### src/rtl/decode_stage.sv
// RV32I decode stage: register-file read with writeback bypass, control and immediate decode,
// load-use hazard detection, and the ID/EX pipeline register with stall/flush control.
module decode_stage #(
    parameter logic [31:0] RESET_PC = 32'h0000_0000
) (
    input  logic        clk,
    input  logic        rst,
    input  logic        stall,
    input  logic        flush,
    input  logic        inValid,
    input  logic [31:0] inInstr,
    input  logic [31:0] inPc,
    output logic        inReady,
    output logic [4:0]  rs1Addr,
    output logic [4:0]  rs2Addr,
    input  logic [31:0] rs1Data,
    input  logic [31:0] rs2Data,
    input  logic        wbWrite,
    input  logic [4:0]  wbAddr,
    input  logic [31:0] wbData,
    output logic        outValid,
    output logic [31:0] outPc,
    output logic [31:0] outRs1Val,
    output logic [31:0] outRs2Val,
    output logic [31:0] outImm,
    output logic [4:0]  outRd,
    output logic [4:0]  outRs1,
    output logic [4:0]  outRs2,
    output logic [6:0]  outOpcode,
    output logic [2:0]  outFunct3,
    output logic        outFunct7b5,
    output logic        outRegWrite,
    output logic        outMemRead,
    output logic        outMemWrite,
    output logic        outIllegal
);

    localparam logic [6:0] OP_LUI    = 7'b0110111;
    localparam logic [6:0] OP_AUIPC  = 7'b0010111;
    localparam logic [6:0] OP_JAL    = 7'b1101111;
    localparam logic [6:0] OP_JALR   = 7'b1100111;
    localparam logic [6:0] OP_BRANCH = 7'b1100011;
    localparam logic [6:0] OP_LOAD   = 7'b0000011;
    localparam logic [6:0] OP_STORE  = 7'b0100011;
    localparam logic [6:0] OP_OPIMM  = 7'b0010011;
    localparam logic [6:0] OP_OP     = 7'b0110011;
    localparam logic [6:0] OP_FENCE  = 7'b0001111;
    localparam logic [6:0] OP_SYSTEM = 7'b1110011;

    typedef struct packed {
        logic        valid;
        logic [31:0] pc;
        logic [31:0] rs1v;
        logic [31:0] rs2v;
        logic [31:0] imm;
        logic [4:0]  rd;
        logic [4:0]  rs1;
        logic [4:0]  rs2;
        logic [6:0]  opcode;
        logic [2:0]  funct3;
        logic        f7b5;
        logic        regWrite;
        logic        memRead;
        logic        memWrite;
        logic        illegal;
    } idex_t;

    idex_t       idex, nxt;
    logic [6:0]  opc;
    logic [4:0]  rd;
    logic [31:0] imm, rs1v, rs2v;
    logic        legal, wrOp, memRd, memWr, useR1, useR2, hazard;

    assign opc     = inInstr[6:0];
    assign rd      = inInstr[11:7];
    assign rs1Addr = inInstr[19:15];
    assign rs2Addr = inInstr[24:20];

    // Register file writes on the edge, so a same-cycle writeback must be bypassed here.
    assign rs1v = (rs1Addr == 5'd0) ? 32'd0 :
                  (wbWrite && wbAddr == rs1Addr) ? wbData : rs1Data;
    assign rs2v = (rs2Addr == 5'd0) ? 32'd0 :
                  (wbWrite && wbAddr == rs2Addr) ? wbData : rs2Data;

    always_comb begin
        imm   = '0;
        legal = 1'b1;
        wrOp  = 1'b0;
        memRd = 1'b0;
        memWr = 1'b0;
        useR1 = 1'b0;
        useR2 = 1'b0;
        case (opc)
            OP_LUI, OP_AUIPC: begin
                imm  = {inInstr[31:12], 12'b0};
                wrOp = 1'b1;
            end
            OP_JAL: begin
                imm  = {{12{inInstr[31]}}, inInstr[19:12], inInstr[20], inInstr[30:21], 1'b0};
                wrOp = 1'b1;
            end
            OP_JALR, OP_OPIMM: begin
                imm   = {{21{inInstr[31]}}, inInstr[30:20]};
                wrOp  = 1'b1;
                useR1 = 1'b1;
            end
            OP_LOAD: begin
                imm   = {{21{inInstr[31]}}, inInstr[30:20]};
                wrOp  = 1'b1;
                memRd = 1'b1;
                useR1 = 1'b1;
            end
            OP_SYSTEM: begin
                imm   = {{21{inInstr[31]}}, inInstr[30:20]};
                useR1 = 1'b1;
            end
            OP_BRANCH: begin
                imm   = {{20{inInstr[31]}}, inInstr[7], inInstr[30:25], inInstr[11:8], 1'b0};
                useR1 = 1'b1;
                useR2 = 1'b1;
            end
            OP_STORE: begin
                imm   = {{21{inInstr[31]}}, inInstr[30:25], inInstr[11:7]};
                memWr = 1'b1;
                useR1 = 1'b1;
                useR2 = 1'b1;
            end
            OP_OP: begin
                wrOp  = 1'b1;
                useR1 = 1'b1;
                useR2 = 1'b1;
            end
            OP_FENCE: ;
            default: legal = 1'b0;
        endcase
    end

    // Evaluated against the current ID/EX contents, which are the held values during a stall.
    assign hazard = inValid && idex.valid && idex.memRead && idex.rd != 5'd0 &&
                    ((idex.rd == rs1Addr && useR1) || (idex.rd == rs2Addr && useR2));
    assign inReady = flush || (!stall && !hazard);

    always_comb begin
        nxt          = '0;
        nxt.valid    = inValid;
        nxt.pc       = inPc;
        nxt.rs1v     = rs1v;
        nxt.rs2v     = rs2v;
        nxt.imm      = imm;
        nxt.rd       = rd;
        nxt.rs1      = rs1Addr;
        nxt.rs2      = rs2Addr;
        nxt.opcode   = opc;
        nxt.funct3   = inInstr[14:12];
        nxt.f7b5     = inInstr[30];
        nxt.regWrite = inValid && wrOp && rd != 5'd0;
        nxt.memRead  = inValid && memRd;
        nxt.memWrite = inValid && memWr;
        nxt.illegal  = inValid && !legal;
    end

    always_ff @(posedge clk) begin
        if (rst) begin
            idex    <= '0;
            idex.pc <= RESET_PC;
        end else if (flush) begin
            idex <= '0;
        end else if (stall) begin
            idex <= idex;
        end else if (hazard) begin
            idex <= '0;
        end else begin
            idex <= nxt;
        end
    end

    assign outValid    = idex.valid;
    assign outPc       = idex.pc;
    assign outRs1Val   = idex.rs1v;
    assign outRs2Val   = idex.rs2v;
    assign outImm      = idex.imm;
    assign outRd       = idex.rd;
    assign outRs1      = idex.rs1;
    assign outRs2      = idex.rs2;
    assign outOpcode   = idex.opcode;
    assign outFunct3   = idex.funct3;
    assign outFunct7b5 = idex.f7b5;
    assign outRegWrite = idex.regWrite;
    assign outMemRead  = idex.memRead;
    assign outMemWrite = idex.memWrite;
    assign outIllegal  = idex.illegal;

endmodule

### config.mk
export PLATFORM = sky130hd
export DESIGN_NAME = decode_stage
export DESIGN_NICKNAME = d
export VERILOG_FILES = /design/src/rtl/decode_stage.sv
export SDC_FILE = /design/constraint.sdc
export NUM_CORES = 1
export LEC_CHECK = 0
export ABC_CLOCK_PERIOD_IN_PS = 2140
export BUFFER_PORTS_ARGS = -buffer_cell sky130_fd_sc_hd__buf_2
export CAP_MARGIN = 20
export CELL_PAD_IN_SITES_DETAIL_PLACEMENT = 0
export CELL_PAD_IN_SITES_GLOBAL_PLACEMENT = 1
export CORE_MARGIN = 2
export CORE_UTILIZATION = 31
export CTS_BUF_LIST = sky130_fd_sc_hd__clkbuf_8
export DETAILED_ROUTE_END_ITERATION = 12
export PLACE_DENSITY_LB_ADDON = 0.1
export SLEW_MARGIN = 20
export SYNTH_ARGS = -nofsm -noshare
export SYNTH_HDL_FRONTEND = slang
export SYNTH_SLANG_ARGS = --single-unit
### constraint.sdc
create_clock -name clk -period 2.14 [get_ports clk]
set_clock_uncertainty 0.2 [all_clocks]
set_input_delay 0.214 -clock clk [delete_from_list [all_inputs] [get_ports clk]]
set_output_delay 0.214 -clock clk [all_outputs]
set_load 0.02 [all_outputs]
==> metrics.md <==
| Metric | Value |
|---|---|
| Outcome | `complete, but fails checks` |
| Failing checks | `negative setup slack` |
| CORE AREA | `22640 µm²` |
| Period minus WS final | `2422 ps` |
| Max incr delay on CP | `530 ps` |
| Largest area contributor in the netlist | `dfxtp_1` |
| Critical path launch point type | `flip-flop` |
| Total power draw | `6.620 mW` |
| DP HPWL | `around 20 mm` |
| DRC Markers | `0` |
| Top cells by count, synth | `nand2_1, dfxtp_1, a21oi_1, o31ai_1, mux2i_1` |
| Routed Antenna Nets | `0` |
| Initial DRC Count | `340` |
| Synth Instances | `827` |
| Fillers | `about 2100` |
| Data required, critical path | `2310 ps` |
| Sequential-to-total area share from yosys stat | `44.42%` |
| Fin. max-slew vios | `0` |
| Mapped Area | `7166 µm²` |
| Final Non-Filler Cells | `1662` |
| Crit Path Max Fanout | `8` |
| First-pass GRT wire length | `44.20 mm` |
| Die span in x | `156.0 µm` |
| Worst slew margin | `a little over half` |
| Critical path arrival | `roughly 2600 ps` |
| Synth Flop Type | `dfxtp_1` |
| Vias per cell | `4.949` |
| Final hold viol count | `0` |
| Worst-path clk slew | `100 ps` |
| Slowest cell on the critical path | `or4_4` |
| Hold Path Class | `input pin to flip-flop` |
| Yosys warning count | `0` |
| Clk_lat worst skew | `460 ps` |
| CP Capture Type | `flip-flop` |
| Drt total wl | `31.35 mm` |
| Layout cells sized above 1 | `37.10%` |
| Clock tree buffer depth | `2` |
| DP Cell Count | `1412` |
| Post-synth EDFFs | `0` |
| CP cell instances | `or4_4 -> o211ai_4 -> buf_4 -> buf_12 -> o21ai_4 -> clkbuf_16 -> o31ai_2` |
| CTS Buf Count | `17` |
| Post-synth ARST share | `0%` |
| Final-stage net count | `1530` |
| Main combinational cell family by area after synthesis | `compound AO/OA/AOI/OAI gates` |
| Register bit total from synthesis | `between 150 and 200` |
| Max Fclk | `approximately 410 MHz` |
| Compound-cell area share of the yosys netlist | `25.30%` |
| Ports | `341` |
| Final worst slack | `-282.2 ps` |
| Pin count of the biggest net entering global routing | `63` |
| Routability cong. | `between 0.8 and 0.9` |
| Die height | `156.0 µm` |
| Setup violators final | `just under 100` |
| TritonCTS clock tree | `yes` |
| Final setup TNS | `-15640 ps` |
| RSZ-0062 raised after global routing | `true` |
| Total track usage | `23.24%` |
| H-tree depth | `4` |
| Post-Synthesis Net Count | `998` |
| Post-Synth Simple-Gate Area | `about 12%` |
| R2r setup slk | `-280 ps` |
| DR WL/cell | `18.86 µm` |
| PwrDens | `535.5 nW/µm²` |
| Sink Count | `159` |
| Synth Area in Adders | `0%` |
| DP Worst Slack | `-51.01 ps` |
| IO buf count | `340` |
| Via count of the first global-routing pass | `7826` |
| DR pass1 iterations | `5` |
| Leakage power | `5.268 nW` |
| Synth cell types | `44` |
| CP Class | `flip-flop to flip-flop` |
| Placed cell area | `9368 µm²` |
| Top post-synthesis cells by area | `dfxtp_1, mux2i_1, nand2_1` |
| Max VDD drop | `0.3150 mV` |
| Die Area | `around 24000 µm²` |
| Clock Tree Root | `clkbuf_8` |
| Total grt overflow | `0` |
| Cell Rows | `between 50 and 60` |
| Slew of the pin with the lowest slew margin | `690.5 ps` |
| Period utilization | `113.2%` |
| Area Overhead vs Synth | `72.53%` |
| Hold Worst Slack | `43.94 ps` |
| Max-Cap Viols | `0` |
| Post-layout util | `54.61%` |
| Count leader, synth | `nand2_1` |
| Xor and xnor area share after synthesis | `2.567%` |
| Post-synth top area share | `44.42%` |
| Layout Cell Area excl Fill | `12360 µm²` |
| Antenna violations before repair | `6` |
| Syn Area/Cell | `8.665 µm²` |
| DR vias | `8226` |
| Mux cell area share after synthesis | `9.219%` |
| Initial core utilization | `between 30% and 40%` |
[area by class of cell]
type / count / area, µm² / area share (%)
timing repair buffer: 602 / 4572 / 36.98
multi-input combinational: 576 / 3851 / 31.15
sequential: 159 / 3189 / 25.80
tap: 285 / 356.6 / 2.884
clock buffer: 18 / 247.7 / 2.004
clock inverter: 14 / 122.6 / 0.9918
antenna: 5 / 12.51 / 0.1012
inverter: 3 / 11.26 / 0.09108
[metal layers]
metal	global-route usage, %	routed length (µm)	part of all wire [%]	up-vias
met5	0	0	0	-
met4	7.427	688	2.2	0
met3	6.028	2022	6.4	36
met2	39.13	15250	49	271
met1	29.08	13380	43	3875
li1	-	-	-	4044
[power breakdown]
part | switching, mW | internal (mW) | total (mW)
Clock | 1.33 | 0.881 | 2.22
Combinational | 0.655 | 0.674 | 1.33
Sequential | 0.0402 | 3.04 | 3.08
[registers in the layout (all words and copies together) (netlist names), 5 cells and up]
register,cells
outRs2,5
outImm,32
outRs2Val,32
outPc,32
outRd,5
outOpcode,7
outRs1Val,32
outRs1,5
[critical path: cells and delay by family, from the launching register on]
kind,cells,cell delay [ps]
AO/OA/AOI/OAI,3,650
buffers and inverters,3,570
flip-flops,1,360
AND/OR/NAND/NOR,1,530
[logic make-up after synthesis]
family / after synthesis
xor gates and xnor gates: 21
and+or+nand+nor: 216
DFF: 159
muxes: 66
AOI/OAI and AO/OA: 271
buffers and inverters: 94
[layout by cell type (no fill, tap or decap), types with 12 or more instances in the layout]
cell / Yosys / final
o31ai_1: 71 / 32
a21oi_1: 76 / 76
nor2_1: 18 / 15
o211ai_1: 59 / 59
xor2_1: 13 / 13
a2bb2oi_1: 12 / 12
o21ai_0: 33 / 25
dlygate4sd3_1: 0 / 185
buf_12: 0 / 16
buf_2: 13 / 339
o31ai_2: 0 / 38
buf_4: 12 / 42
mux2i_1: 66 / 66
nand2_1: 168 / 168
dfxtp_1: 159 / 156
clkbuf_8: 0 / 18
[what timing repair did]
action | CTS | global route
pin swaps | 2 | 5
endpoints found under the hold margin | 136 | 0
hold buffers | 185 | 0
setup buffers | 5 | 4
cloned | 0 | 19
endpoints found under the setup margin | 39 | 142
resized for setup | 13 | 64
[final timing paths]
kind	endpoint	startpoint	cells past startpoint
min	outRs1[0]	inInstr[15]	4
max reg2reg	outRs2Val[0]	outRd[1]	7
min reg2reg	outImm[15]	outImm[15]	2
max	outRs2Val[0]	outRd[1]	7
Power figures use the tool's default switching activity.
